<file path="config.mk">
export PLATFORM = sky130hd
export DESIGN_NAME = apb_periph_bridge
export DESIGN_NICKNAME = d
export VERILOG_FILES = /design/src/rtl/bus_pkg.sv /design/src/rtl/apb_addr_decode.sv /design/src/rtl/apb_periph_bridge.sv
export SDC_FILE = /design/constraint.sdc
export NUM_CORES = 1
export LEC_CHECK = 0
export ABC_CLOCK_PERIOD_IN_PS = 3000
export CORE_MARGIN = 1
export CORE_UTILIZATION = 33
export DETAILED_ROUTE_END_ITERATION = 8
export HOLD_SLACK_MARGIN = 0.12
export PLACE_DENSITY = 0.77
export SLEW_MARGIN = 20
export SYNTH_ARGS = -nofsm -noshare
export SYNTH_HDL_FRONTEND = slang
export SYNTH_SLANG_ARGS = --single-unit
export TNS_END_PERCENT = 1
</file>
<file path="constraint.sdc">
create_clock -name clk -period 3 [get_ports clk]
set_clock_uncertainty 0.2 [all_clocks]
set_input_delay 0.6 -clock clk [delete_from_list [all_inputs] [get_ports clk]]
set_output_delay 0.6 -clock clk [all_outputs]
set_load 0.02 [all_outputs]
</file>
<file path="src/rtl/bus_pkg.sv">
// Shared peripheral-bus types and address-map defaults.
package bus_pkg;

   localparam int unsigned DATA_W         = 32;
   localparam int unsigned ADDR_W         = 32;
   localparam logic [31:0] DEF_BASE_ADDR  = 32'h1000_0000;
   localparam int unsigned DEF_SLOT_SHIFT = 12;

   typedef enum logic [1:0] {
      ST_IDLE   = 2'd0,
      ST_SETUP  = 2'd1,
      ST_ACCESS = 2'd2,
      ST_RESP   = 2'd3
   } bus_state_e;

   typedef struct packed {
      logic              we;
      logic [ADDR_W-1:0] addr;
      logic [DATA_W-1:0] wdata;
   } apb_req_t;

endpackage

</file>
<file path="src/rtl/apb_addr_decode.sv">
// Peripheral-region decoder: byte address to region hit and slot index.
module apb_addr_decode
   import bus_pkg::*;
#(
   parameter int unsigned N_SLOTS    = 4,
   parameter logic [31:0] BASE_ADDR  = DEF_BASE_ADDR,
   parameter int unsigned SLOT_SHIFT = DEF_SLOT_SHIFT
) (
   input  logic [ADDR_W-1:0]          addr,
   output logic                       hit_c,
   output logic [$clog2(N_SLOTS)-1:0] slot_c
);

   localparam int unsigned IB = $clog2(N_SLOTS);

   logic unused_addr_lsbs;

   assign hit_c  = (addr[ADDR_W-1:SLOT_SHIFT+IB] == BASE_ADDR[ADDR_W-1:SLOT_SHIFT+IB]);
   assign slot_c = addr[SLOT_SHIFT+IB-1:SLOT_SHIFT];

   assign unused_addr_lsbs = ^addr[SLOT_SHIFT-1:0];

endmodule

</file>
<file path="src/rtl/apb_periph_bridge.sv">
// Core data-bus to APB bridge: decodes a slot, runs SETUP/ACCESS, returns
// read data with ready/err; decode misses and pready timeouts end in error.
module apb_periph_bridge
   import bus_pkg::*;
#(
   parameter int unsigned N_SLOTS    = 4,
   parameter logic [31:0] BASE_ADDR  = DEF_BASE_ADDR,
   parameter int unsigned SLOT_SHIFT = DEF_SLOT_SHIFT,
   parameter int unsigned PADDR_W    = 2,
   parameter int unsigned TIMEOUT    = 16
) (
   input  logic                      clk,
   input  logic                      reset,
   input  logic                      req,
   input  logic                      we,
   input  logic [ADDR_W-1:0]         addr,
   input  logic [DATA_W-1:0]         wdata,
   output logic [DATA_W-1:0]         rdata,
   output logic                      ready,
   output logic                      err,
   output logic [N_SLOTS-1:0]        psel,
   output logic                      penable,
   output logic                      pwrite,
   output logic [PADDR_W-1:0]        paddr,
   output logic [DATA_W-1:0]         pwdata,
   input  logic [N_SLOTS*DATA_W-1:0] prdata,
   input  logic [N_SLOTS-1:0]        pready
);

   localparam int unsigned IB      = $clog2(N_SLOTS);
   localparam int unsigned CNT_W   = (TIMEOUT > 0) ? $clog2(TIMEOUT + 1) : 1;
   localparam int unsigned TO_LAST = (TIMEOUT > 0) ? TIMEOUT - 1 : 0;

   bus_state_e          state_q, state_d;
   apb_req_t            xfer_q, xfer_d;
   logic [IB-1:0]       slot_q, slot_d;
   logic [N_SLOTS-1:0]  psel_q, psel_d;
   logic                penable_q, penable_d;
   logic [DATA_W-1:0]   rdata_q, rdata_d;
   logic                ready_q, ready_d;
   logic                err_q, err_d;
   logic [CNT_W-1:0]    cnt_q, cnt_d;

   logic                hit_c;
   logic [IB-1:0]       slot_c;
   logic [DATA_W-1:0]   prdata_s [N_SLOTS];
   logic                unused_xfer_addr;

   apb_addr_decode #(
      .N_SLOTS   (N_SLOTS),
      .BASE_ADDR (BASE_ADDR),
      .SLOT_SHIFT(SLOT_SHIFT)
   ) u_decode (
      .addr  (addr),
      .hit_c (hit_c),
      .slot_c(slot_c)
   );

   for (genvar i = 0; i < N_SLOTS; i++) begin : g_slot
      assign prdata_s[i] = prdata[DATA_W*i +: DATA_W];
   end

   // Next-state and output logic
   always_comb begin
      state_d   = state_q;
      xfer_d    = xfer_q;
      slot_d    = slot_q;
      psel_d    = psel_q;
      penable_d = penable_q;
      rdata_d   = rdata_q;
      ready_d   = 1'b0;
      err_d     = 1'b0;
      cnt_d     = cnt_q;

      case (state_q)
         ST_IDLE: begin
            if (req) begin
               if (hit_c) begin
                  xfer_d  = '{we: we, addr: addr, wdata: wdata};
                  slot_d  = slot_c;
                  psel_d  = N_SLOTS'(1) << slot_c;
                  state_d = ST_SETUP;
               end else begin
                  rdata_d = '0;
                  ready_d = 1'b1;
                  err_d   = 1'b1;
                  state_d = ST_RESP;
               end
            end
         end
         ST_SETUP: begin
            penable_d = 1'b1;
            state_d   = ST_ACCESS;
         end
         ST_ACCESS: begin
            if (pready[slot_q]) begin
               rdata_d   = xfer_q.we ? '0 : prdata_s[slot_q];
               psel_d    = '0;
               penable_d = 1'b0;
               ready_d   = 1'b1;
               state_d   = ST_RESP;
            end else if ((TIMEOUT > 0) && (cnt_q == CNT_W'(TO_LAST))) begin
               rdata_d   = '0;
               psel_d    = '0;
               penable_d = 1'b0;
               ready_d   = 1'b1;
               err_d     = 1'b1;
               state_d   = ST_RESP;
            end else if (cnt_q != '1) begin
               cnt_d = cnt_q + CNT_W'(1);
            end
         end
         ST_RESP: begin
            cnt_d   = '0;
            state_d = ST_IDLE;
         end
         default: state_d = ST_IDLE;
      endcase
   end

   // State and latch registers
   always_ff @(posedge clk or posedge reset) begin
      if (reset) begin
         state_q   <= ST_IDLE;
         xfer_q    <= '0;
         slot_q    <= '0;
         psel_q    <= '0;
         penable_q <= 1'b0;
         rdata_q   <= '0;
         ready_q   <= 1'b0;
         err_q     <= 1'b0;
         cnt_q     <= '0;
      end else begin
         state_q   <= state_d;
         xfer_q    <= xfer_d;
         slot_q    <= slot_d;
         psel_q    <= psel_d;
         penable_q <= penable_d;
         rdata_q   <= rdata_d;
         ready_q   <= ready_d;
         err_q     <= err_d;
         cnt_q     <= cnt_d;
      end
   end

   assign psel    = psel_q;
   assign penable = penable_q;
   assign pwrite  = xfer_q.we;
   assign paddr   = xfer_q.addr[PADDR_W+1:2];
   assign pwdata  = xfer_q.wdata;
   assign rdata   = rdata_q;
   assign ready   = ready_q;
   assign err     = err_q;

   assign unused_xfer_addr = ^{xfer_q.addr[ADDR_W-1:PADDR_W+2], xfer_q.addr[1:0]};

endmodule

</file>
## After elaboration in Yosys (flattened, before gate mapping)

Cells that the tools add are included.

- Output and inout port bits: 74
- Register bits: 85
- Bits of input ports: 200
- Word-level logic and storage cells: 74

- Add/subtract/negate cells: 1
- Bitwise logic cells: 1
- Shift operators: 1
- Reductions and logical operators: 10
- Equal/unequal tests: 13
- Magnitude comparators: 2
- Multiplexer cells: 35

Operators with widths:

| kind | number |
|---|---|
| $mux W32 | 7 |
| $bmux W32 S2 | 1 |
| $pmux W32 S2 | 1 |
| $eq A18 B15 Y1 const B | 1 |
| $mux W4 | 4 |
| $mux W5 | 3 |
| $ne A2 B2 Y1 const B | 6 |
| $reduce_and A4 Y1 | 3 |
| $pmux W5 S2 | 1 |
| $mux W1 | 8 |
| $mux W2 | 4 |
| $pmux W2 S4 | 1 |
| $pmux W4 S2 | 1 |
| $pmux W1 S2 | 3 |
| $reduce_bool A2 Y1 | 3 |
| $add A5 B1 Y5 const B | 1 |
| $eq A5 B4 Y1 const B | 1 |
| $ne A5 B5 Y1 const B | 1 |
| $eq A2 B2 Y1 const B | 2 |
| $reduce_and A2 Y1 | 2 |
| $shl A1 B2 Y4 const A | 1 |
| $ge A3 B3 Y1 const B | 1 |
| $lt A2 B3 Y1 const B | 1 |
| $ne A3 B3 Y1 const B | 1 |
| 5 further kinds | 5 |

## Logic depth before layout (Yosys ltp)

- Depth in word-level cells: 7
- Gate-level depth with buffers: 9
- Depth with buffers taken out: 8

## Hierarchy

From an unflattened synthesis, not the netlist that was laid out.

- Cell total of the unflattened synthesis: 315
- Area, all modules: 4589.4 µm²

Modules (own cells, without submodules):

| module | cells each | area each (µm²) | sequential area each (µm²) | times used |
|---|---|---|---|---|
| apb_periph_bridge | 306 | 4526.8 | 2077.0 | 1 |
| apb_addr_decode | 9 | 62.6 | 0.0 | 1 |

## Least setup slack after synthesis

No wires, ideal clock.

- Path kind: in2reg
- Start point: input port addr[22]
- End point: register xfer_q, in the netlist pwdata[17]
- Path slack: 0.689 ns
- Required time: 2.675 ns
- Buffers on the path: 1
- Library setup time: 0.125 ns
- Stages on the path: 5
- Data arrival time: 1.986 ns
- Cell sequence: nor4_1 -> nand3_1 -> nor3_4 -> buf_4 -> mux2_2

- Cells in the longest elaborated chain, start to end: 2

RTL lines:

| element | line | source |
|---|---|---|
| start, declared | apb_periph_bridge.sv:16 | `input logic [ADDR_W-1:0] addr,` |
| $eq A18 B15 Y1 | apb_addr_decode.sv:18 | `assign hit_c = (addr[ADDR_W-1:SLOT_SHIFT+IB] == BASE_ADDR[ADDR_W-1:SLOT_SHIFT+IB]);` |
| $reduce_and A3 Y1 (no source line) | n/a |  |
| end signal, assigned | apb_periph_bridge.sv:135 | `xfer_q <= xfer_d;` |
| end, declared | apb_periph_bridge.sv:35 | `apb_req_t xfer_q, xfer_d;` |

Every way passes these cells.
A chain may end at the register's enable or synchronous reset.

## Final worst setup path

- Start point: register cnt_q[0]
- End point: register psel_q[1], in the netlist psel[1]

- Cells in the longest elaborated chain, start to end: 3

RTL lines:

| element | line | source |
|---|---|---|
| start, declared | apb_periph_bridge.sv:42 | `logic [CNT_W-1:0] cnt_q, cnt_d;` |
| start signal, assigned | apb_periph_bridge.sv:142 | `cnt_q <= cnt_d;` |
| $eq A5 B4 Y1 | apb_periph_bridge.sv:102 | `end else if ((TIMEOUT > 0) && (cnt_q == CNT_W'(TO_LAST))) begin` |
| $ne A3 B3 Y1 (no source line) | n/a |  |
| $reduce_and A4 Y1 (no source line) | n/a |  |
| end signal, assigned | apb_periph_bridge.sv:137 | `psel_q <= psel_d;` |
| end, declared | apb_periph_bridge.sv:37 | `logic [N_SLOTS-1:0] psel_q, psel_d;` |

Every way passes these cells.

==> out/results.tsv <==
stage	metric	value	unit
power_and_ir_drop	total power	4.77	mW
min_path	Worst Hold Class	flop to flop	
die	Rows	41	
clock_network	total setup buffers inserted after CTS	0	
place	placed cell count	768	
clock_network	clock latency on the worst-skew pair	320	ps
sta	fmax	397	MHz
die	DIE HEIGHT	116	um
sta	unrepaired setup endpoints after global routing	false	
global_routing	first-pass GRT wire length	18400	um
routing	Via Count	3754	
power_and_ir_drop	worst vdd ir	0.000357	V
run_status	outcome	finished clean	
setup_path	CP Max Fanout	4	
setup_path	startpoint type of the worst setup path	flop	
die	die span in x	116	um
setup_path	kind of critical path	flop to flop	
die	Initial Util	0.340	
sta	Fin. Hold Viols	0	
global_routing	GRT overflow	0	
final_layout	Antenna Cells	0	
place	routability cong.	0.774	
routing	WL final	12000	um
clock_network	Reg clk slew, reported paths	60	ps
die	core area	0.0127	sq mm
global_routing	met2 Track Usage GR	0.320	
routing	first drt pass iteration count	4	
clock_network	CTS Buf Count	9	
routing	Avg WL per Cell	15.3	um
sta	minimum clock period	2520	ps
synth	Post-Syn Nets	553	
final_layout	fin area	0.00749	sq mm
synth	Netlist Area Pre-Place	0.00431	sq mm
synth	Ys Warns	0	
power_and_ir_drop	LEAKAGE	3.04	nW
synth	Seq cells post-synth	83	
place	DP Area	0.00716	sq mm
global_routing	vias in the first global route	3817	
routing	antenna-violating nets left	0	
global_routing	GR Util met1	0.205	
sta	Worst Tran Pin Value	619	ps
sta	Worst Hold Slack	277	ps
final_layout	commonest non-fill, non-tap cell in the layout	clkdlybuf4s50_1	
global_routing	initial antenna violation count	0	
power_and_ir_drop	PwrDens	637	mW/mm^2
final_layout	Net count, final	814	
sta	setup TNS	0	ps
setup_path	worst r2r dst	psel[1]	
final_layout	share of cells above drive strength 1	0.162	
clock_network	clock tree buffer depth	2	
clock_network	CTS root buffer	clkbuf_16	
setup_path	Worst R2R Path Depth	7	
global_routing	Total GRT Usage	0.180	
synth	Post-Syn Instances	346	
final_layout	Finished Core Util	0.591	
die	I/O pin count	274	
die	DIE AREA	0.0135	sq mm
setup_path	reg2reg setup slack	480	ps
sta	final setup vio count	0	
final_layout	synthesis-to-layout area growth	73.8	%
final_layout	Layout Cells excl Fill	784	
clock_network	CTS tree	done	
routing	DR DRC count	0	
sta	relative slew slack	0.587	
synth	number of distinct library cells after synthesis	31	
clock_network	CTS sink cnt	83	
setup_path	Arrival @ worst endpoint	2530	ps
flow_run	Max-Cap Viols	0	
final_layout	most frequent cells in the layout	263 x clkdlybuf4s50_1, 82 x dfrtp_1, 41 x nand2_1	
routing	initial DRC count	145	
setup_path	CP endpoint kind	flop	
place	Place WS	113	ps
sta	final worst slack	481	ps
global_routing	M3 GR Usage	0.0457	
clock_network	hold_buf cts	0	
place	# port buffers	263	
sta	Tcrit/Tclk final	0.840	
global_routing	largest net degree at the start of global routing	65	
synth	mean area per synthesized cell	12.5	sq um
min_path	HP Start	rdata[25]	
setup_path	RR Startpoint	cnt_q[0]	
clock_network	Post-CTS Resized	0	
min_path	Worst Hold Path EP	rdata[25]	
setup_path	Worst EP required	3010	ps
synth	Seq/Total Area, Yosys	0.482	
clock_network	H-tree Lvls	3	
place	HPWL after DPL	9760	um
min_path	Hold Path Cell Cnt	2	
routing	Via density	4.79	
global_routing	global routing's busiest layer	met2	
sta	Pins Over Slew Limit	0	
-- cells in the mapped netlist --
| cell | n | area [sq um] |
|---|---|---|
| a2bb2oi_1 | 1 | 8.76 |
| o22ai_1 | 4 | 25.0 |
| clkbuf_1 | 10 | 37.5 |
| nor3_4 | 1 | 16.3 |
| o21a_1 | 1 | 7.51 |
| buf_4 | 3 | 22.5 |
| nand2b_1 | 36 | 225 |
| or3_1 | 1 | 6.26 |
| nand2_1 | 41 | 154 |
| a22o_1 | 1 | 8.76 |
| nand3_1 | 2 | 10.0 |
| nor3_1 | 3 | 15.0 |
| nor4_1 | 3 | 18.8 |
| mux2_2 | 39 | 439 |
| a31oi_1 | 1 | 6.26 |
| o31ai_2 | 1 | 12.5 |
| a21oi_1 | 6 | 30.0 |
| buf_6 | 1 | 11.3 |
| o21ai_1 | 5 | 25.0 |
| mux2_1 | 2 | 22.5 |
| nor4b_1 | 1 | 8.76 |
| inv_1 | 8 | 30.0 |
| and3_1 | 2 | 12.5 |
| ha_1 | 7 | 87.6 |
| dfrtp_1 | 83 | 2080 |
| nand3b_1 | 1 | 7.51 |
| nor2_1 | 8 | 30.0 |
| buf_2 | 7 | 35.0 |
| nor3b_1 | 2 | 15.0 |
| o21ai_0 | 32 | 160 |
| mux4_2 | 33 | 743 |
-- worst max-delay path: stages (launching register included) --
cell       delay [ps]
dfrtp_1           390
ha_1              210
and3_1            200
ha_1              190
nand2b_1          180
a2bb2oi_1         360
o21ai_0           320
mux2_2            350
-- power by group --
group          switching, mW  total, mW  internal [mW]
Combinational           1.02       2.01          0.989
Sequential             0.161       1.57           1.41
Clock                  0.421       1.19          0.773
-- worst max-delay path by stage --
stage / startpoint / to / slack (ps) / cells past startpoint
floorplan: reset / cnt_q[0] / 60 / 1
global placement: addr[15] / pwdata[11] / 190 / 6
detailed placement: addr[15] / pwdata[9] / 110 / 6
CTS: addr[14] / pwdata[9] / 450 / 6
global route: cnt_q[0] / psel[1] / 280 / 7
finish: cnt_q[0] / psel[1] / 480 / 7
-- layout make-up --
type	instances	area, sq um
fillers	1064	5180
repair buffers	271	2730
multi-input cells	234	2100
flip-flops and latches	83	2080
clock buffers	12	256
well taps	172	215
clock inverters	4	72.6
inverters	8	31.3
-- registers in the layout (all words and copies together) (netlist names) --
| signal | cells |
|---|---|
| ready | 1 |
| penable | 1 |
| state_q | 2 |
| pwdata | 32 |
| psel | 4 |
| err | 1 |
| pwrite | 1 |
| paddr | 2 |
| rdata | 32 |
| cnt_q | 5 |
| slot_q | 2 |
-- routing by layer --
metal,vias up,routed length (um)
li1,1770,-
met1,1783,4430
met2,181,6260
met3,20,1050
met4,0,280
met5,-,0
-- cells by family (layout without fill, tap and decap cells) --
| logic type | count (synthesis) | count (layout) | synth area share |
|---|---|---|---|
| buffers and inverters | 29 | 295 | 0.0316 |
| multiplexers | 74 | 74 | 0.280 |
| adder cells (fa/ha/maj) | 7 | 7 | 0.0203 |
| flip-flops | 83 | 83 | 0.482 |
| AND/OR/NAND/NOR | 101 | 101 | 0.121 |
| AO/OA/AOI/OAI | 52 | 52 | 0.0659 |
(Power assumes the default switching activity.)
